**config.mk**
```make
export PLATFORM = sky130hd
export DESIGN_NAME = vram_rect_fill
export DESIGN_NICKNAME = d
export VERILOG_FILES = /design/src/rtl/vram_rect_fill.sv
export SDC_FILE = /design/constraint.sdc
export NUM_CORES = 1
export LEC_CHECK = 0
export CAP_MARGIN = 20
export CORE_MARGIN = 2
export CORE_UTILIZATION = 56
export DETAILED_ROUTE_END_ITERATION = 10
export PLACE_DENSITY = 0.85
export SLEW_MARGIN = 20
export SYNTH_ARGS = -nofsm -noshare
export SYNTH_HDL_FRONTEND = slang
export SYNTH_SLANG_ARGS = --single-unit
```
**constraint.sdc**
```tcl
create_clock -name clk -period 9.7 [get_ports clk]
set_input_delay 1.94 -clock clk [delete_from_list [all_inputs] [get_ports clk]]
set_output_delay 1.94 -clock clk [all_outputs]
set_load 0.01 [all_outputs]
```
**src/rtl/vram_rect_fill.sv**
```systemverilog
// vram_rect_fill: rectangle-fill engine driving the write port of the
// 64x64 x 8-bit VGA VRAM.
//
// One command is accepted per valid/ready handshake. The engine writes one
// pixel per clk cycle in row-major order and suppresses writes that fall
// outside the VRAM.
//
// Build option: define VRAM_RECT_FILL_VSYNC_WAIT_EN to hold each non-empty
// fill until the next falling edge of the display's active-low vsync, so the
// frame being scanned out is never torn. Without it, vsync is ignored.
module vram_rect_fill #(
  parameter int C_COORD_BITS = 6,
  parameter int C_DATA_BITS  = 8
) (
  input  logic                           clk,
  input  logic                           reset,
  input  logic                           cmd_valid,
  output logic                           cmd_ready,
  input  logic [C_COORD_BITS-1:0]        cmd_x,
  input  logic [C_COORD_BITS-1:0]        cmd_y,
  input  logic [C_COORD_BITS:0]          cmd_w,
  input  logic [C_COORD_BITS:0]          cmd_h,
  input  logic [C_DATA_BITS-1:0]         cmd_color,
  output logic                           busy,
  output logic                           done,
  input  logic                           vsync,
  output logic signed [31:0]             data_address,
  output logic signed [C_DATA_BITS-1:0]  data_din,
  output logic                           data_we
);

  // Counters and coordinate sums carry one spare bit so that a sum past the
  // VRAM edge is visible as an overflow instead of wrapping to column/row 0.
  localparam int CB  = C_COORD_BITS;
  localparam int SB  = C_COORD_BITS + 1;
  localparam int PAD = 32 - 2 * C_COORD_BITS;
  localparam logic [SB-1:0] ONE  = {{(SB-1){1'b0}}, 1'b1};
  localparam logic [SB-1:0] ZERO = '0;

`ifdef VRAM_RECT_FILL_VSYNC_WAIT_EN
  typedef enum logic [1:0] {
    S_IDLE    = 2'd0,
    S_FILL    = 2'd1,
    S_DONE    = 2'd2,
    S_WAIT_VS = 2'd3
  } state_t;
`else
  typedef enum logic [1:0] {
    S_IDLE = 2'd0,
    S_FILL = 2'd1,
    S_DONE = 2'd2
  } state_t;
`endif

  state_t                 state_reg;
  logic [CB-1:0]          x_reg;
  logic [CB-1:0]          y_reg;
  logic [SB-1:0]          w_reg;
  logic [SB-1:0]          h_reg;
  logic [C_DATA_BITS-1:0] color_reg;
  logic [SB-1:0]          i_reg;
  logic [SB-1:0]          j_reg;

  logic [SB-1:0]          i_next;
  logic [SB-1:0]          j_next;
  logic                   last_pix;
  logic                   cmd_empty;
  logic [CB-1:0]          base_x;
  logic [CB-1:0]          base_y;
  logic [SB-1:0]          off_x;
  logic [SB-1:0]          off_y;
  logic [SB-1:0]          pix_x;
  logic [SB-1:0]          pix_y;
  logic                   pix_vis;
  logic [31:0]            pix_addr;
  logic                   vs_fall;

  assign cmd_ready = (state_reg == S_IDLE) && !reset;
  assign cmd_empty = (cmd_w == ZERO) || (cmd_h == ZERO);

`ifdef VRAM_RECT_FILL_VSYNC_WAIT_EN
  // vsync comes from the pixel clock domain. vs_meta_reg/vs_sync_reg form
  // the synchronizer; vs_prev_reg keeps one older sample for edge detection.
  // Reset to 1 (inactive) so leaving reset never fakes a falling edge.
  logic vs_meta_reg;
  logic vs_sync_reg;
  logic vs_prev_reg;

  // Synchronize vsync and keep the previous synchronized sample
  always_ff @(posedge clk) begin
    if (reset) begin
      vs_meta_reg <= 1'b1;
      vs_sync_reg <= 1'b1;
      vs_prev_reg <= 1'b1;
    end else begin
      vs_meta_reg <= vsync;
      vs_sync_reg <= vs_meta_reg;
      vs_prev_reg <= vs_sync_reg;
    end
  end

  assign vs_fall = vs_prev_reg && !vs_sync_reg;
`else
  logic unused_vsync;
  assign unused_vsync = vsync;
  assign vs_fall      = 1'b0;
`endif

  // Next pixel to put on the write port: counter step, end-of-rectangle
  // test, and the clipped address/enable for that pixel
  always_comb begin
    i_next   = i_reg + ONE;
    j_next   = j_reg;
    if (i_reg == w_reg - ONE) begin
      i_next = ZERO;
      j_next = j_reg + ONE;
    end
    last_pix = (i_reg == w_reg - ONE) && (j_reg == h_reg - ONE);

    // On accept the latched registers are not yet loaded, so take the origin
    // straight from the command; in FILL present the pixel after the current.
    base_x = x_reg;
    base_y = y_reg;
    off_x  = ZERO;
    off_y  = ZERO;
    if (state_reg == S_IDLE) begin
      base_x = cmd_x;
      base_y = cmd_y;
    end else if (state_reg == S_FILL) begin
      off_x = i_next;
      off_y = j_next;
    end

    pix_x    = {1'b0, base_x} + off_x;
    pix_y    = {1'b0, base_y} + off_y;
    pix_vis  = !pix_x[CB] && !pix_y[CB];
    pix_addr = {{PAD{1'b0}}, pix_y[CB-1:0], pix_x[CB-1:0]};
  end

  // Control FSM with registered write-port and status outputs
  always_ff @(posedge clk) begin
    if (reset) begin
      state_reg    <= S_IDLE;
      x_reg        <= '0;
      y_reg        <= '0;
      w_reg        <= '0;
      h_reg        <= '0;
      color_reg    <= '0;
      i_reg        <= '0;
      j_reg        <= '0;
      data_we      <= 1'b0;
      data_address <= '0;
      data_din     <= '0;
      done         <= 1'b0;
      busy         <= 1'b0;
    end else begin
      data_we <= 1'b0;
      done    <= 1'b0;
      case (state_reg)
        S_IDLE: begin
          if (cmd_valid) begin
            x_reg     <= cmd_x;
            y_reg     <= cmd_y;
            w_reg     <= cmd_w;
            h_reg     <= cmd_h;
            color_reg <= cmd_color;
            i_reg     <= ZERO;
            j_reg     <= ZERO;
            busy      <= 1'b1;
            if (cmd_empty) begin
              state_reg <= S_DONE;
              done      <= 1'b1;
            end else begin
`ifdef VRAM_RECT_FILL_VSYNC_WAIT_EN
              state_reg <= S_WAIT_VS;
`else
              // Pixel 0 goes out right away so the RAM takes it next edge
              state_reg    <= S_FILL;
              data_we      <= pix_vis;
              data_address <= pix_addr;
              data_din     <= cmd_color;
`endif
            end
          end
        end
`ifdef VRAM_RECT_FILL_VSYNC_WAIT_EN
        S_WAIT_VS: begin
          if (vs_fall) begin
            state_reg    <= S_FILL;
            data_we      <= pix_vis;
            data_address <= pix_addr;
            data_din     <= color_reg;
          end
        end
`endif
        S_FILL: begin
          if (last_pix) begin
            state_reg <= S_DONE;
            done      <= 1'b1;
          end else begin
            i_reg        <= i_next;
            j_reg        <= j_next;
            data_we      <= pix_vis;
            data_address <= pix_addr;
            data_din     <= color_reg;
          end
        end
        S_DONE: begin
          state_reg <= S_IDLE;
          busy      <= 1'b0;
        end
        default: begin
          state_reg <= S_IDLE;
          busy      <= 1'b0;
        end
      endcase
    end
  end

endmodule

```
==> impl_metrics.env, run 1 <==
export IMPL_status="finished clean"
export IMPL_post_route_period_util_pct=53.0
export IMPL_cts_buffers=9
export IMPL_path_max_fanout=60
export IMPL_post_dp_hpwl_mm=7.17
export IMPL_core_area_mm2=0.00765
export IMPL_critPathLaunch="reset"
export IMPL_largest_reg_flops=12
export IMPL_antenna_found_initial=0
export IMPL_cts_tree="built"
export IMPL_r2r_setup_slack_ps=5530
export IMPL_worstHoldPathType="reg -> reg"
export IMPL_htree_num_levels=3
export IMPL_slew_limit_headroom_pct=30.1
export IMPL_clock_sinks=73
export IMPL_grt_usage_pct=25.0
export IMPL_ioPinCount=82
export IMPL_syn_avg_cell_area_um2=8.34
export IMPL_grt_pass1_vias=3663
export IMPL_setup_viol=0
export IMPL_final_cell_mix="97 x nand2_1, 73 x dfxtp_1, 59 x clkdlybuf4s50_1, 56 x a21oi_1, 33 x nor2_1"
export IMPL_synth_cell_type_count=66
export IMPL_synthFlopType="dfxtp_1"
export IMPL_syn_inst=525
export IMPL_initial_core_util_pct=57.2
export IMPL_peakVddDrop_mv=0.104
export IMPL_required_ps=7760
export IMPL_whs_path_depth=2
export IMPL_power_per_cell_area_mw_per_mm2=152
export IMPL_dieWidth_um=92.4
export IMPL_period_needed_ps=5140
export IMPL_start_kind="input pin"
export IMPL_hp_start="color_reg[4]$_SDFFE_PP0P_"
export IMPL_grt_pass1_wl_mm=17.3
export IMPL_synth_edf_count=0
export IMPL_final_util_pct=67.5
export IMPL_rsz0062_at_grt="false"
export IMPL_clk_latency_ps=350
export IMPL_finalHoldViolCount=0
export IMPL_fill_cells=623
export IMPL_grt_overflow=0
export IMPL_fin_tns_setup_ps=0
export IMPL_worst_pin_slew_ps=1050
export IMPL_drive_gt1_share_pct=12.7
export IMPL_diodes=0
export IMPL_gp_congestion=0.882
export IMPL_num_vias=3837
export IMPL_critPathArrivalTime_ps=3200
export IMPL_min_to="color_reg[4]$_SDFFE_PP0P_"
export IMPL_firstDrtPassIters=6
export IMPL_ctsRootBufferMaster="clkbuf_8"
export IMPL_cts_resized=0
export IMPL_via_per_inst=5.67
export IMPL_critPathKind="in -> out"
export IMPL_drcViolationCount=0
export IMPL_syn2layout_area_growth_pct=17.9
export IMPL_ys_seq_elements=73
export IMPL_detailedPlace_worstSlack_ps=4560
export IMPL_port_buffers=60
export IMPL_final_common_cell="nand2_1"
export IMPL_cts_setup_buffers=0
export IMPL_clockBufferDepth=2
export IMPL_rows=32
export IMPL_drv_slew=0
export IMPL_hold_ws_ps=458
export IMPL_r2r_start="w_reg[0]$_SDFFE_PP0P_"
export IMPL_rr_endpoint="data_we$_SDFF_PP0_"
export IMPL_synthArstFlopShare_pct=0
export IMPL_cellLeakagePower_nw=1.97
export IMPL_ys_seq_area_share_pct=33.4
export IMPL_wire_per_inst_um=15.1
export IMPL_clock_fmax_mhz=195
export IMPL_dieArea_mm2=0.00854
export IMPL_syn_area_mm2=0.00438
export IMPL_end_kind="output port"
export IMPL_clkTransAtPathRegs_ps=80
export IMPL_yosysWarnings=0
export IMPL_drt_total_wl_mm=10.2
export IMPL_rr_worst_depth=17
export IMPL_ant_nets=0
export IMPL_timing_final_ws_setup_ps=4560
export IMPL_final_nets=626
export IMPL_die_height_um=92.4
export IMPL_drv_cap=0
export IMPL_clock_skew_ps=9.47
export IMPL_grt_max_degree=61
export IMPL_drt_first_iter_violations=216
export IMPL_hold_buffers=0
per-stage QoR:
stage,instance area (um^2),instances,power [W]
after global placement,4930,661,0.000513
after global routing,5160,677,0.000823
after floorplan,4450,544,0.000464
after detailed placement,4930,661,0.000519
after CTS,5160,677,0.000788
final,5160,677,0.000785
how the worst max path moves through the flow:
| stage | to | slack [ps] |
|---|---|---|
| 2_1_floorplan | cmd_ready | 5150 |
| 3_3_place_gp | cmd_ready | 4560 |
| 3_5_place_dp | cmd_ready | 4560 |
| 4_1_cts | cmd_ready | 4560 |
| 5_1_grt | cmd_ready | 4520 |
| 6_report | cmd_ready | 4560 |
power breakdown:
group / switching (W) / leakage [nW] / internal [W]
clock: 0.000118 / 0.105 / 0.000152
combinational: 0.0000941 / 1.26 / 0.0000806
sequential: 0.0000187 / 0.600 / 0.000321
total: 0.000231 / 1.97 / 0.000554
critical path: stages:
cell and delay, ps:
buf_2 80, buf_4 540, nor3_1 120, clkdlybuf4s50_1 510
routing by layer:
metal | share of wire [%] | vias to the layer above | global-route usage (%)
li1 | - | 1884 | -
met1 | 45 | 1802 | 32.6
met2 | 48 | 127 | 42.3
met3 | 5.5 | 24 | 5.37
met4 | 1.4 | 0 | 6.22
met5 | 0 | - | 0
cell families after synthesis:
logic type	share of synthesized area, %
and+or+nand+nor	22.7
DFF	33.4
adders and majority gates	5.49
other	0.0857
muxes	4.52
buffers and inverters	7.80
xor gates and xnor gates	7.12
AOI/OAI and AO/OA	18.9
layout make-up:
cell class	count	area, um^2	share of cell area, %
multi-input combinational	405	2650	51.4
sequential	73	1460	28.3
timing repair buffer	65	633	12.3
clock buffer	10	138	2.67
tap	102	128	2.47
clock inverter	6	91.3	1.77
inverter	16	60.1	1.16
Yosys cell counts, drive strengths merged, types with 2 or more instances:
master	count	area share, %
xor2	14	2.8
o32ai	4	0.97
nor3	17	3.7
mux2	14	3.6
xnor2	19	3.8
a21oi	57	6.6
nor2	36	3.3
nor4	4	0.57
nand2	98	8.6
a22o	7	1.4
o31ai	5	0.86
o21bai	7	1.2
clkbuf	21	1.8
dfxtp	73	33
or2	3	0.43
a211oi	3	0.74
nand4	2	0.29
and3	3	0.43
a311oi	8	2.7
inv	15	1.3
nor3b	2	0.34
or4	5	0.86
buf	29	4.6
ha	16	4.6
nand3	17	1.9
nand2b	3	0.49
o21ai	11	1.3
fa	2	0.91
a21o	3	0.54
mux2i	4	0.91
Note: power is estimated with default switching activity, not from simulation.
==> run 2: changes to the inputs <==
--- a/config.mk
+++ b/config.mk
@@ -7,9 +7,9 @@
 export LEC_CHECK = 0
 export CAP_MARGIN = 20
 export CORE_MARGIN = 2
-export CORE_UTILIZATION = 56
+export CORE_UTILIZATION = 53
 export DETAILED_ROUTE_END_ITERATION = 10
-export PLACE_DENSITY = 0.85
+export PLACE_DENSITY = 0.81
 export SLEW_MARGIN = 20
 export SYNTH_ARGS = -nofsm -noshare
 export SYNTH_HDL_FRONTEND = slang
==> constraint.sdc (replaced) <==
create_clock -name clk -period 4.8 [get_ports clk]
set_input_delay 0.96 -clock clk [delete_from_list [all_inputs] [get_ports clk]]
set_output_delay 0.96 -clock clk [all_outputs]
set_load 0.01 [all_outputs]
==> impl_metrics.env, run 2 (synthesis gave the netlist of run 1 again) <==
export IMPL_largest_reg_flops=12
export IMPL_internal_power_w=0.00111
export IMPL_ant_nets=0
export IMPL_wire_per_inst_um=15.3
export IMPL_post_route_period_util_pct=82.3
export IMPL_status="finished clean"
export IMPL_dieWidth_um=94.9
export IMPL_start_kind="flip-flop"
export IMPL_stdcell_count=682
export IMPL_final_common_cell="nand2_1"
export IMPL_p_clk_share_pct=34.7
export IMPL_whs_path_depth=2
export IMPL_cp_top_family="simple AND/OR/NAND/NOR gates"
export IMPL_die_height_um=94.9
export IMPL_syn2layout_area_growth_pct=18.3
export IMPL_finalHoldViolCount=0
export IMPL_rsz0062_at_grt="false"
export IMPL_hold_buffers=0
export IMPL_drive_gt1_share_pct=13.0
export IMPL_setup_viol=0
export IMPL_clockBufferDepth=2
export IMPL_clk_latency_ps=360
export IMPL_finalPower_w=0.00159
export IMPL_clock_sinks=73
export IMPL_end_kind="flip-flop"
export IMPL_antenna_found_initial=0
export IMPL_ioPinCount=82
export IMPL_initial_core_util_pct=54.1
export IMPL_seq_area_mm2=0.00146
export IMPL_crit_slowest_cell="dfxtp_1"
export IMPL_switching_share_pct=30.2
export IMPL_drcViolationCount=0
export IMPL_grt_max_degree=60
export IMPL_power_per_cell_area_mw_per_mm2=308
export IMPL_min_to="x_reg[0]$_SDFFE_PP0P_"
export IMPL_grt_pass1_wl_mm=17.3
export IMPL_worstHoldPathType="reg -> reg"
export IMPL_rr_endpoint="data_we$_SDFF_PP0_"
export IMPL_drv_cap=0
export IMPL_clock_skew_ps=13.3
export IMPL_crit_chain="inv_1 -> ha_1 -> o21bai_1 -> a211oi_1 -> and4bb_2 -> nor3_4 -> buf_4 -> or2b_1 -> nor2_1 -> ha_1 -> fa_1 -> a21oi_1 -> nor2_1 -> nor2_1 -> o21bai_1 -> a21oi_1 -> xnor2_1 -> nor4_1"
export IMPL_hp_start="x_reg[0]$_SDFFE_PP0P_"
export IMPL_cts_tree="built"
export IMPL_via_per_inst=5.60
export IMPL_drv_slew=0
export IMPL_drt_first_iter_violations=198
export IMPL_critPathKind="reg -> reg"
export IMPL_timing_final_ws_setup_ps=848
export IMPL_clock_fmax_mhz=253
export IMPL_combinationalPowerShare_pct=22.3
export IMPL_cts_buffers=9
export IMPL_grt_pass1_vias=3771
export IMPL_rows=33
export IMPL_cp_common_cell="nor2_1"
export IMPL_multi_input_area_mm2=0.00265
export IMPL_diodes=0
export IMPL_final_cell_mix="97 x nand2_1, 73 x dfxtp_1, 59 x clkdlybuf4s50_1, 56 x a21oi_1, 33 x nor2_1"
export IMPL_seqPwrFrac_pct=43.0
export IMPL_rr_worst_depth=18
export IMPL_dpl_cell_count=666
export IMPL_fin_tns_setup_ps=0
export IMPL_htree_num_levels=3
export IMPL_fill_cells=700
export IMPL_slowest_delay_ps=470
export IMPL_cts_resized=0
export IMPL_crit_buf_inv=2
export IMPL_critPathArrivalTime_ps=4220
export IMPL_num_vias=3820
export IMPL_grt_usage_pct=24.3
export IMPL_firstDrtPassIters=4
export IMPL_detailedPlace_worstSlack_ps=875
export IMPL_cellLeakagePower_nw=1.98
export IMPL_drt_total_wl_mm=10.4
export IMPL_peakVddDrop_mv=0.197
export IMPL_period_needed_ps=3950
export IMPL_clkTransAtPathRegs_ps=90
export IMPL_grt_overflow=0
export IMPL_cts_setup_buffers=0
export IMPL_final_nets=628
export IMPL_post_dp_hpwl_mm=7.44
export IMPL_path_max_fanout=14
export IMPL_ctsRootBufferMaster="clkbuf_8"
export IMPL_r2r_start="w_reg[0]$_SDFFE_PP0P_"
export IMPL_r2r_setup_slack_ps=850
export IMPL_required_ps=5070
export IMPL_p_sw_w=0.000482
export IMPL_slew_limit_headroom_pct=30.7
export IMPL_dieArea_mm2=0.00900
export IMPL_worst_pin_slew_ps=1040
export IMPL_port_buffers=60
export IMPL_core_area_mm2=0.00809
export IMPL_gp_congestion=0.908
[run 2: cell type report]
cell class	instances	share of cell area, %
tap	105	2.54
multi-input combinational	405	51.2
clock inverter	7	1.96
sequential	73	28.2
inverter	16	1.16
clock buffer	9	2.39
timing repair buffer	67	12.5
[run 2: layer usage]
layer  part of all wire, %  GRT usage [%]
met1                    42           29.3
met4                   1.8           7.97
met3                   6.7           5.11
met5                     0              0
met2                    50           42.8
[run 2: how the worst max path moves through the flow]
stage / startpoint / end / slack [ps] / cells after the start
2_1_floorplan: w_reg[0]$_SDFFE_PP0P_ / data_we$_SDFF_PP0_ / 1300 / 19
3_3_place_gp: w_reg[0]$_SDFFE_PP0P_ / data_we$_SDFF_PP0_ / 1050 / 18
3_5_place_dp: w_reg[0]$_SDFFE_PP0P_ / data_we$_SDFF_PP0_ / 880 / 18
4_1_cts: w_reg[0]$_SDFFE_PP0P_ / data_we$_SDFF_PP0_ / 860 / 18
5_1_grt: w_reg[0]$_SDFFE_PP0P_ / data_we$_SDFF_PP0_ / 530 / 18
6_report: w_reg[0]$_SDFFE_PP0P_ / data_we$_SDFF_PP0_ / 850 / 18
[run 2: power by group through the flow]
stage	combinational, W	clock, W	sequential, W
finish	0.000355	0.000552	0.000686
global route	0.000389	0.000586	0.000691
floorplan	0.000238	0	0.000699
CTS	0.000356	0.000563	0.000686
global placement	0.000341	0	0.000697
detailed placement	0.000354	0	0.000699
[run 2: tightest hold or removal path, delay by kind of cell, from the launching register on]
| kind | cells | cell delay (ps) |
|---|---|---|
| flops | 1 | 320 |
| compound gates | 1 | 50 |
| simple gates | 1 | 50 |
[run 2: per-stage QoR]
stage	util, %	area [um^2]	hold slack [ps]
5_1_grt	64.0	5180	479
3_5_place_dp	61.2	4950	447
3_3_place_gp	61.2	4950	440
6_report	64.0	5180	460
2_1_floorplan	-	4450	434
4_1_cts	64.0	5180	461
